## src/rtl/wb_pkg.sv

```systemverilog
// Shared write-back types: datapath widths, result source select and request payload.
package wb_pkg;

    localparam int unsigned XLEN     = 32;
    localparam int unsigned REG_AW   = 5;
    localparam int unsigned NUM_REGS = 1 << REG_AW;

    typedef enum logic [1:0] {
        SRC_ALU = 2'd0,
        SRC_LSU = 2'd1,
        SRC_MDU = 2'd2
    } wb_src_e;

    typedef struct packed {
        logic              valid;
        logic [REG_AW-1:0] addr;
        logic [XLEN-1:0]   data;
    } wb_req_t;

endpackage

```

## src/rtl/wb_result_fifo.sv

```systemverilog
// Synchronous result FIFO for the MDU path (used only when WB_MDU_FIFO_EN is defined).
// Head is visible one cycle after the push that fills an empty FIFO (no fall-through).
module wb_result_fifo
    import wb_pkg::*;
#(
    parameter int unsigned DEPTH = 4
)
(
    input  logic    clk,
    input  logic    rst,
    input  wb_req_t push_req,
    output logic    full_c,
    input  logic    pop,
    output wb_req_t head_c
);

    localparam int unsigned PW = $clog2(DEPTH);
    localparam int unsigned EW = REG_AW + XLEN;

    logic [PW:0]   wr_ptr;
    logic [PW:0]   rd_ptr;
    logic [EW-1:0] mem [DEPTH];
    logic          empty;
    logic          do_push;
    logic          do_pop;

    // Extra pointer bit distinguishes full from empty when the index bits match.
    assign empty   = (wr_ptr == rd_ptr);
    assign full_c  = (wr_ptr[PW] != rd_ptr[PW]) && (wr_ptr[PW-1:0] == rd_ptr[PW-1:0]);
    assign do_push = push_req.valid && !full_c;
    assign do_pop  = pop && !empty;

    // Pointer update; indices wrap naturally modulo DEPTH.
    always_ff @(posedge clk or posedge rst) begin
        if (rst) begin
            wr_ptr <= '0;
            rd_ptr <= '0;
        end else begin
            if (do_push) wr_ptr <= wr_ptr + (PW+1)'(1);
            if (do_pop)  rd_ptr <= rd_ptr + (PW+1)'(1);
        end
    end

    // Payload storage; contents are don't-care until written.
    always_ff @(posedge clk) begin
        if (do_push) mem[wr_ptr[PW-1:0]] <= {push_req.addr, push_req.data};
    end

    // Present the oldest entry.
    always_comb begin
        head_c       = '0;
        head_c.valid = !empty;
        head_c.addr  = mem[rd_ptr[PW-1:0]][EW-1:XLEN];
        head_c.data  = mem[rd_ptr[PW-1:0]][XLEN-1:0];
    end

endmodule

```

## config.mk

```make
export PLATFORM = sky130hd
export DESIGN_NAME = wb_result_fifo
export DESIGN_NICKNAME = d
export VERILOG_FILES = /design/src/rtl/wb_pkg.sv /design/src/rtl/wb_result_fifo.sv
export SDC_FILE = /design/constraint.sdc
export NUM_CORES = 1
export LEC_CHECK = 0
export ABC_AREA = 1
export BUFFER_PORTS_ARGS = -buffer_cell sky130_fd_sc_hd__buf_2
export CORE_MARGIN = 2
export CORE_UTILIZATION = 40
export CTS_CLUSTER_SIZE = 10
export DETAILED_ROUTE_END_ITERATION = 10
export PLACE_DENSITY = 0.71
export SYNTH_ARGS = -nofsm -noshare
export SYNTH_HDL_FRONTEND = slang
export SYNTH_SLANG_ARGS = --single-unit
export TNS_END_PERCENT = 30
```

## constraint.sdc

```tcl
create_clock -name clk -period 4.7 [get_ports clk]
set_input_delay 0.705 -clock clk [delete_from_list [all_inputs] [get_ports clk]]
set_output_delay 0.705 -clock clk [all_outputs]
set_load 0.02 [all_outputs]
```

==> summary.txt, run 1 <==
synth top area cells -> edfxtp_1, o21ai_0, nor2_1
period utilization -> 68.4%
CP Launch Type -> register
crit-path cells -> inv_2, nand2_1, nand2_4, nand3_4, inv_2, buf_2
most common cell in the netlist -> edfxtp_1
Sw Share -> 36.9%
post-route cell area -> 7090 µm²
clock power share -> 27.3%
DIE WIDTH -> 126 µm
first-pass GRT wire length -> 18800 µm
DRC violations left -> 0
Slew Limit Fails -> 0
overall routing resource usage -> 15.7%
Syn Nets -> 467
pin count of the biggest net entering global routing -> 78
cells after synthesis -> 421
Max transition margin -> 14.1%
clk sinks -> 154
worst hold path type -> input port to asynchronous set/reset pin
effective utilization at floorplan -> 40.9%
crit path max fanout -> 76
vias after detailed routing -> 3555
post-DP HPWL -> 7200 µm
Setup Skew -> 5.24 ps
share of cells above drive strength 1 -> 24.7%
global placer's final weighted congestion -> 0.752
post-DR vias/cell -> 5.09
Die ar. -> 15800 µm²
Worst-Margin Slew -> 1290 ps
Critical Path Slowest Stage Cell -> inv_2
post-CTS sizing -> 0
status -> complete, no violations
Logic pwr share -> 34.5%
Area growth, synth to finish -> 19.9%
initial antenna violation count -> 1
dpl ws -> 1850 ps
WP data arrival -> 2510 ps
NetSw -> 1.84 mW
vias in the first global route -> 3491
Internal Power -> 3.15 mW
Leak -> 2.55 nW
CP required -> 3990 ps
DRT iter0 DRCs -> 268
post-route ant nets -> 0
die height -> 126 µm
Post-CTS Hold Buffers -> 0
placed cell count -> 666
Crit path largest cell delay -> 880 ps
# H-tree levels -> 4
Power per Cell Area -> 703 nW/µm²
fmax -> 0.311 GHz
post-synth cell types -> 20
sequential share of power -> 38.1%
sequential share of the synthesized area -> 77.7%
minimum clock period -> 3210 ps
Top-Level Pins -> 80
Synth area leader -> edfxtp_1
GRT overflow -> 0
CP endpoint kind -> output pin
max_cap viols -> 0
CORE AREA -> 14500 µm²
post-route insts no fill -> 699
WL final -> 12100 µm
unrepaired setup endpoints after global routing -> false
YS warnings -> 0
total negative slack -> 0 ps
EDFF count, synth -> 148
utilization after layout -> 49.0%
Synth Area per Inst -> 14.1 µm²
iteration count of the initial detailed-routing pass -> 4
Final Setup Violations -> 0
CTS tree -> yes
Synth Flop Type -> edfxtp_1
Clock Pin Slew Worst Setup and Hold Paths -> 60 ps
Mapped Area -> 5920 µm²
Root Buffer -> clkbuf_16
FF+latch count, synth -> 154
Synth top cells by count -> edfxtp_1, nor2_1, o21ai_0, o22ai_1, nand2_1
Async SR Flop Fraction -> 3.90%
Worst Setup Path Type -> register to output pin
DP Area -> 6490 µm²
Filler Cell Count -> 1253
worst setup margin -> 1490 ps
WHS -> 197 ps
IO Port Bufs -> 79
cell mode on critical path -> inv_2
worst skew pair latency -> 410 ps
Setup Buffers After CTS -> 0
Avg WL per Cell -> 17.3 µm
post-synth top area share -> 75.1%
Nets -> 547
Placement Rows -> 44
Max VDD drop -> 0.000489 V
Total Power -> 4.99 mW
final hold violations -> 0
CTS buffer count -> 17
Clock Path Buffers -> 2
cell usage in the layout (no fill, tap or decap):
master / instances
clkinvlp_4: 3
o21ai_1: 14
buf_4: 6
nand3_4: 2
nand2_1: 25
edfxtp_1: 148
clkinv_2: 2
xor2_1: 1
buf_2: 79
diode_2: 1
nand3_1: 6
o21ai_0: 60
inv_8: 1
inv_1: 10
clkbuf_1: 1
inv_2: 3
nor2_1: 74
bufinv_16: 3
ha_1: 5
inv_6: 1
nor2_4: 3
clkbuf_16: 17
o22ai_1: 37
dfrtp_1: 5
nand2_2: 1
dfrtp_2: 1
clkinv_4: 3
nand2_4: 2
clkinv_1: 1
layer usage:
layer  global-route usage, %  share of wire [%]  routed length (µm)
met3                    4.16                5.6                 676
met2                    25.1                 50                6050
met1                    20.4                 43                5230
met5                       0                  0                   0
met4                    6.54               0.95                 114
cells by family after synthesis:
| group | Yosys count | share of synthesized area, % |
|---|---|---|
| fa+ha+maj | 5 | 1.06 |
| simple gates | 113 | 8.06 |
| buf+inv | 37 | 2.90 |
| flops | 154 | 77.7 |
| xor+xnor | 1 | 0.148 |
| compound gates | 111 | 10.2 |
layout make-up:
type / count / area (µm²) / share of cell area, %
Timing Repair Buffer: 85 / 440 / 6.21
Tap cell: 184 / 230 / 3.25
Multi-Input combinational cell: 230 / 1170 / 16.5
Sequential cell: 154 / 4600 / 64.8
Clock inverter: 14 / 173 / 2.43
Antenna cell: 1 / 2.50 / 0.0353
Inverter: 13 / 48.8 / 0.688
Clock buffer: 18 / 429 / 6.05
registers in the layout, summed over array words and instances (netlist names):
signal  count
mem       148
rd_ptr      3
wr_ptr      3
critical path, delay by kind of cell, from the launching register on:
family / cells / cell delay, ps
buffers and inverters: 3 / 1120
AND/OR/NAND/NOR: 3 / 520
flip-flops: 1 / 400
power groups by stage:
stage	Combinational [mW]	Sequential [mW]	Clock [mW]
final	1.72	1.90	1.36
after global routing	1.90	1.93	1.45
after CTS	1.75	1.90	1.39
after detailed placement	1.74	1.93	0
after global placement	1.72	1.92	0
after floorplan	1.19	1.92	0
path summary, 6_finish.rpt:
| path | from | endpoint | slack [ps] | cells after the start |
|---|---|---|---|---|
| min in group clk | push_req[0] | mem[0][0] | 510 | 1 |
| max in group asynchronous | rst | rd_ptr[0] | 4300 | 2 |
| max reg2reg | rd_ptr[1] | mem[0][15] | 1880 | 8 |
| min reg2reg | wr_ptr[2] | wr_ptr[2] | 530 | 2 |
| min | rst | rd_ptr[0] | 200 | 2 |
| max | rd_ptr[0] | full_c | 1490 | 6 |
Note: power is estimated with default switching activity, not from simulation.
==> run 2, diff against run 1 <==
Settings changed: PLACE_DENSITY 0.71 to 0.73.
Clock period 4.7 ns to 2.8 ns, I/O delays scaled along.
==> summary.txt, run 2 (same netlist as run 1, synthesis figures left out) <==
WP data arrival -> 2120 ps
crit-path leading delay family -> buffers and inverters
post-route insts no fill -> 705
CP Launch Type -> register
Setup Skew -> 7.78 ps
period utilization -> 90.7%
iteration count of the initial detailed-routing pass -> 4
vias after detailed routing -> 3645
vias in the first global route -> 3722
Avg WL per Cell -> 17.5 µm
DRT iter0 DRCs -> 159
Final Setup Violations -> 0
Max VDD drop -> 0.000519 V
crit-path cells -> inv_2, buf_4, o21ai_0, o22ai_1, buf_2
post-DP HPWL -> 7310 µm
clk sinks -> 154
crit path max fanout -> 75
IO Port Bufs -> 79
Leak -> 2.58 nW
status -> complete, no violations
global placer's final weighted congestion -> 0.762
unrepaired setup endpoints after global routing -> false
Top-Level Pins -> 80
CTS buffer count -> 17
CTS tree -> yes
Die ar. -> 15800 µm²
post-DR vias/cell -> 5.17
Antenna diodes -> 0
Clock Pin Slew Worst Setup and Hold Paths -> 60 ps
DIE WIDTH -> 126 µm
WP buf/inv -> 3
Area growth, synth to finish -> 20.8%
overall routing resource usage -> 16.2%
utilization after layout -> 49.3%
worst hold path type -> input port to register
Placement Rows -> 44
most frequent cells in the layout -> edfxtp_1, buf_2, nor2_1
Power per Cell Area -> 1180 nW/µm²
Root Buffer -> clkbuf_16
Worst Setup Path Type -> register to output pin
effective utilization at floorplan -> 40.9%
WL final -> 12300 µm
GRT overflow -> 0
Worst-Margin Slew -> 918 ps
fmax -> 0.394 GHz
DRC violations left -> 0
Setup Buffers After CTS -> 0
Clock Path Buffers -> 2
CP endpoint kind -> output pin
Worst Hold Depth -> 1
total negative slack -> 0 ps
max_cap viols -> 0
initial antenna violation count -> 0
Nets -> 554
first-pass GRT wire length -> 19300 µm
die height -> 126 µm
minimum clock period -> 2540 ps
reg2reg path depth -> 6
Critical Path Slowest Stage Cell -> buf_4
worst skew pair latency -> 420 ps
Crit path largest cell delay -> 550 ps
Slew Limit Fails -> 0
# H-tree levels -> 4
CP required -> 2380 ps
number of cells on the critical path -> 5
max reg flops -> 148
pin count of the biggest net entering global routing -> 76
commonest non-fill, non-tap cell in the layout -> edfxtp_1
Max transition margin -> 38.7%
share of cells above drive strength 1 -> 25.7%
placed cell count -> 672
post-route ant nets -> 0
CORE AREA -> 14500 µm²
final hold violations -> 0
## run 2: worst register-to-register path: stages, from the launching register on
cell and delay [ps]:
dfrtp_1 420, inv_1 110, nand2_1 80, nand2_1 140
nand3_4 140, nand2_1 100, inv_2 670
## run 2: what timing repair did
action | CTS | global route
resized for setup | 0 | 0
hold endpoints to repair | 6 | 0
hold buffers | 1 | 0
endpoints found under the setup margin | 0 | 0
## run 2: final cells by class
class | instances | area [µm²]
clock inverter | 14 | 173
sequential | 154 | 4600
fill | 1234 | 7330
inverter | 13 | 48.8
clock buffer | 18 | 429
multi-input combinational | 230 | 1170
timing repair buffer | 92 | 495
tap | 184 | 230
## run 2: where the power goes
part	switching, mW	leakage, nW	internal [mW]
combinational	2.08	0.869	0.856
clock	0.898	0.284	1.41
sequential	0.141	1.43	3.06
## run 2: final timing paths
kind,start,to,slack [ps]
setup / recovery,rd_ptr[0],head_c[23],260
min in group asynchronous,rst,wr_ptr[1],460
max in group asynchronous,rst,rd_ptr[0],2110
hold reg to reg,wr_ptr[2],wr_ptr[2],560
setup reg to reg,wr_ptr[1],mem[3][1],750
hold / removal,push_req[24],mem[3][24],220
## run 2: layer usage
| layer | vias up | part of all wire (%) | global-route usage, % |
|---|---|---|---|
| met5 | - | 0 | 0 |
| met4 | 0 | 1.8 | 6.80 |
| met3 | 19 | 4.8 | 4.63 |
| met2 | 86 | 50 | 27.5 |
| met1 | 1804 | 44 | 19.5 |
| li1 | 1736 | - | - |
## run 2: metrics by stage
step                instance area (µm²)  hold slack [ps]  setup slack, ps  total power [mW]
global placement                   6530              348              803              6.14
global route                       7140              196              134              8.93
detailed placement                 6530              352              692              6.24
floorplan                          5920              211            -75.1              5.23
finish                             7140              215              262              8.44
CTS                                7140              191              252              8.56
==> run 3, diff against run 2 <==
Settings changed: CTS_BUF_LIST set to sky130_fd_sc_hd__clkbuf_16.
==> summary.txt, run 3 (same netlist as run 1, synthesis figures left out) <==
status -> complete, no violations
Slew Limit Fails -> 0
CORE AREA -> 14500 µm²
pin count of the biggest net entering global routing -> 76
clock power share -> 27.3%
Critical Path Slowest Stage Cell -> buf_4
CTS tree -> yes
Antenna diodes -> 0
Power per Cell Area -> 1180 nW/µm²
Max VDD drop -> 0.000519 V
worst skew pair latency -> 420 ps
clk sinks -> 154
total negative slack -> 0 ps
max_cap viols -> 0
NetSw -> 3.12 mW
Clock Path Buffers -> 2
final hold violations -> 0
post-DR vias/cell -> 5.17
max reg flops -> 148
die height -> 126 µm
IO Port Bufs -> 79
GRT overflow -> 0
DIE WIDTH -> 126 µm
Logic pwr share -> 34.8%
CP endpoint kind -> output pin
WHS -> 215 ps
Leak -> 2.59 nW
Nets -> 554
vias after detailed routing -> 3644
WP data arrival -> 2120 ps
post-CTS sizing -> 0
iteration count of the initial detailed-routing pass -> 4
Clock Pin Slew Worst Setup and Hold Paths -> 60 ps
share of cells above drive strength 1 -> 25.7%
crit-path cells -> inv_2, buf_4, o21ai_0, o22ai_1, buf_2
Internal Power -> 5.32 mW
post-route ant nets -> 0
first-pass GRT wire length -> 19300 µm
Root Buffer -> clkbuf_16
post-DP HPWL -> 7310 µm
CTS buffer count -> 17
sequential share of power -> 37.9%
CP required -> 2380 ps
commonest non-fill, non-tap cell in the layout -> edfxtp_1
Setup Buffers After CTS -> 0
crit path max fanout -> 75
Setup Skew -> 7.73 ps
Placement Rows -> 44
vias in the first global route -> 3722
unrepaired setup endpoints after global routing -> false
fmax -> 0.394 GHz
Crit path largest cell delay -> 550 ps
effective utilization at floorplan -> 40.9%
overall routing resource usage -> 16.2%
initial antenna violation count -> 0
# H-tree levels -> 4
Worst Setup Path Type -> register to output pin
Area growth, synth to finish -> 20.8%
worst hold path type -> input port to register
post-route cell area -> 7140 µm²
DRT iter0 DRCs -> 159
Sw Share -> 37.0%
Avg WL per Cell -> 17.5 µm
period utilization -> 90.7%
global placer's final weighted congestion -> 0.762
Top-Level Pins -> 80
minimum clock period -> 2540 ps
Max transition margin -> 38.7%
DRC violations left -> 0
Worst-Margin Slew -> 917 ps
WL final -> 12300 µm
CP Launch Type -> register
Final Setup Violations -> 0
DP Area -> 6530 µm²
most frequent cells in the layout -> edfxtp_1, buf_2, nor2_1
Die ar. -> 15800 µm²
-- run 3: timing repair --
| item | CTS | global route |
|---|---|---|
| setup endpoints to repair | 0 | 0 |
| endpoints found under the hold margin | 6 | 0 |
| hold buffers | 1 | 0 |
-- run 3: cell type report --
class / count / area (µm²)
fillers: 1234 / 7330
flip-flops and latches: 154 / 4600
multi-input cells: 230 / 1170
repair buffers: 92 / 495
clock buffers: 17 / 425
well taps: 184 / 230
clock inverters: 15 / 176
inverters: 13 / 48.8
-- run 3: worst max-delay path: cells and delay by family (launching register included) --
family	cells	cell delay, ps
flops	1	440
compound gates	2	370
buf+inv	3	830
-- run 3: power by group through the flow --
stage	registers (mW)	logic [mW]	clock network (mW)
4_1_cts	3.20	3.00	2.35
3_5_place_dp	3.25	2.99	0
3_3_place_gp	3.22	2.92	0
6_report	3.20	2.94	2.30
5_1_grt	3.24	3.24	2.45
2_1_floorplan	3.23	2.00	0
-- run 3: path summary, 6_finish.rpt --
path / from / end / slack, ps / depth (start not counted)
worst max-delay path: rd_ptr[0] / head_c[23] / 260 / 5
worst min-delay path: push_req[24] / mem[3][24] / 220 / 1
worst max register to register: wr_ptr[1] / mem[3][1] / 740 / 6
worst min register to register: wr_ptr[2] / wr_ptr[2] / 560 / 2
max in group asynchronous: rst / rd_ptr[0] / 2110 / 3
min in group asynchronous: rst / wr_ptr[1] / 460 / 3
-- run 3: metrics by stage --
stage / setup slack [ps] / std cells / power [mW] / util (%)
3_5_place_dp: 692 / 672 / 6.24 / 45.1
5_1_grt: 134 / 705 / 8.93 / 49.3
2_1_floorplan: -75.1 / 421 / 5.23 / -
4_1_cts: 252 / 705 / 8.56 / 49.3
6_report: 261 / 705 / 8.44 / 49.3
3_3_place_gp: 803 / 672 / 6.14 / 45.1
-- run 3: per-layer routing --
metal	vias to the layer above	share of wire [%]	track usage, %
met5	-	0	0
met4	0	1.8	6.80
met3	19	4.6	4.63
met2	85	50	27.5
met1	1804	44	19.5
li1	1736	-	-
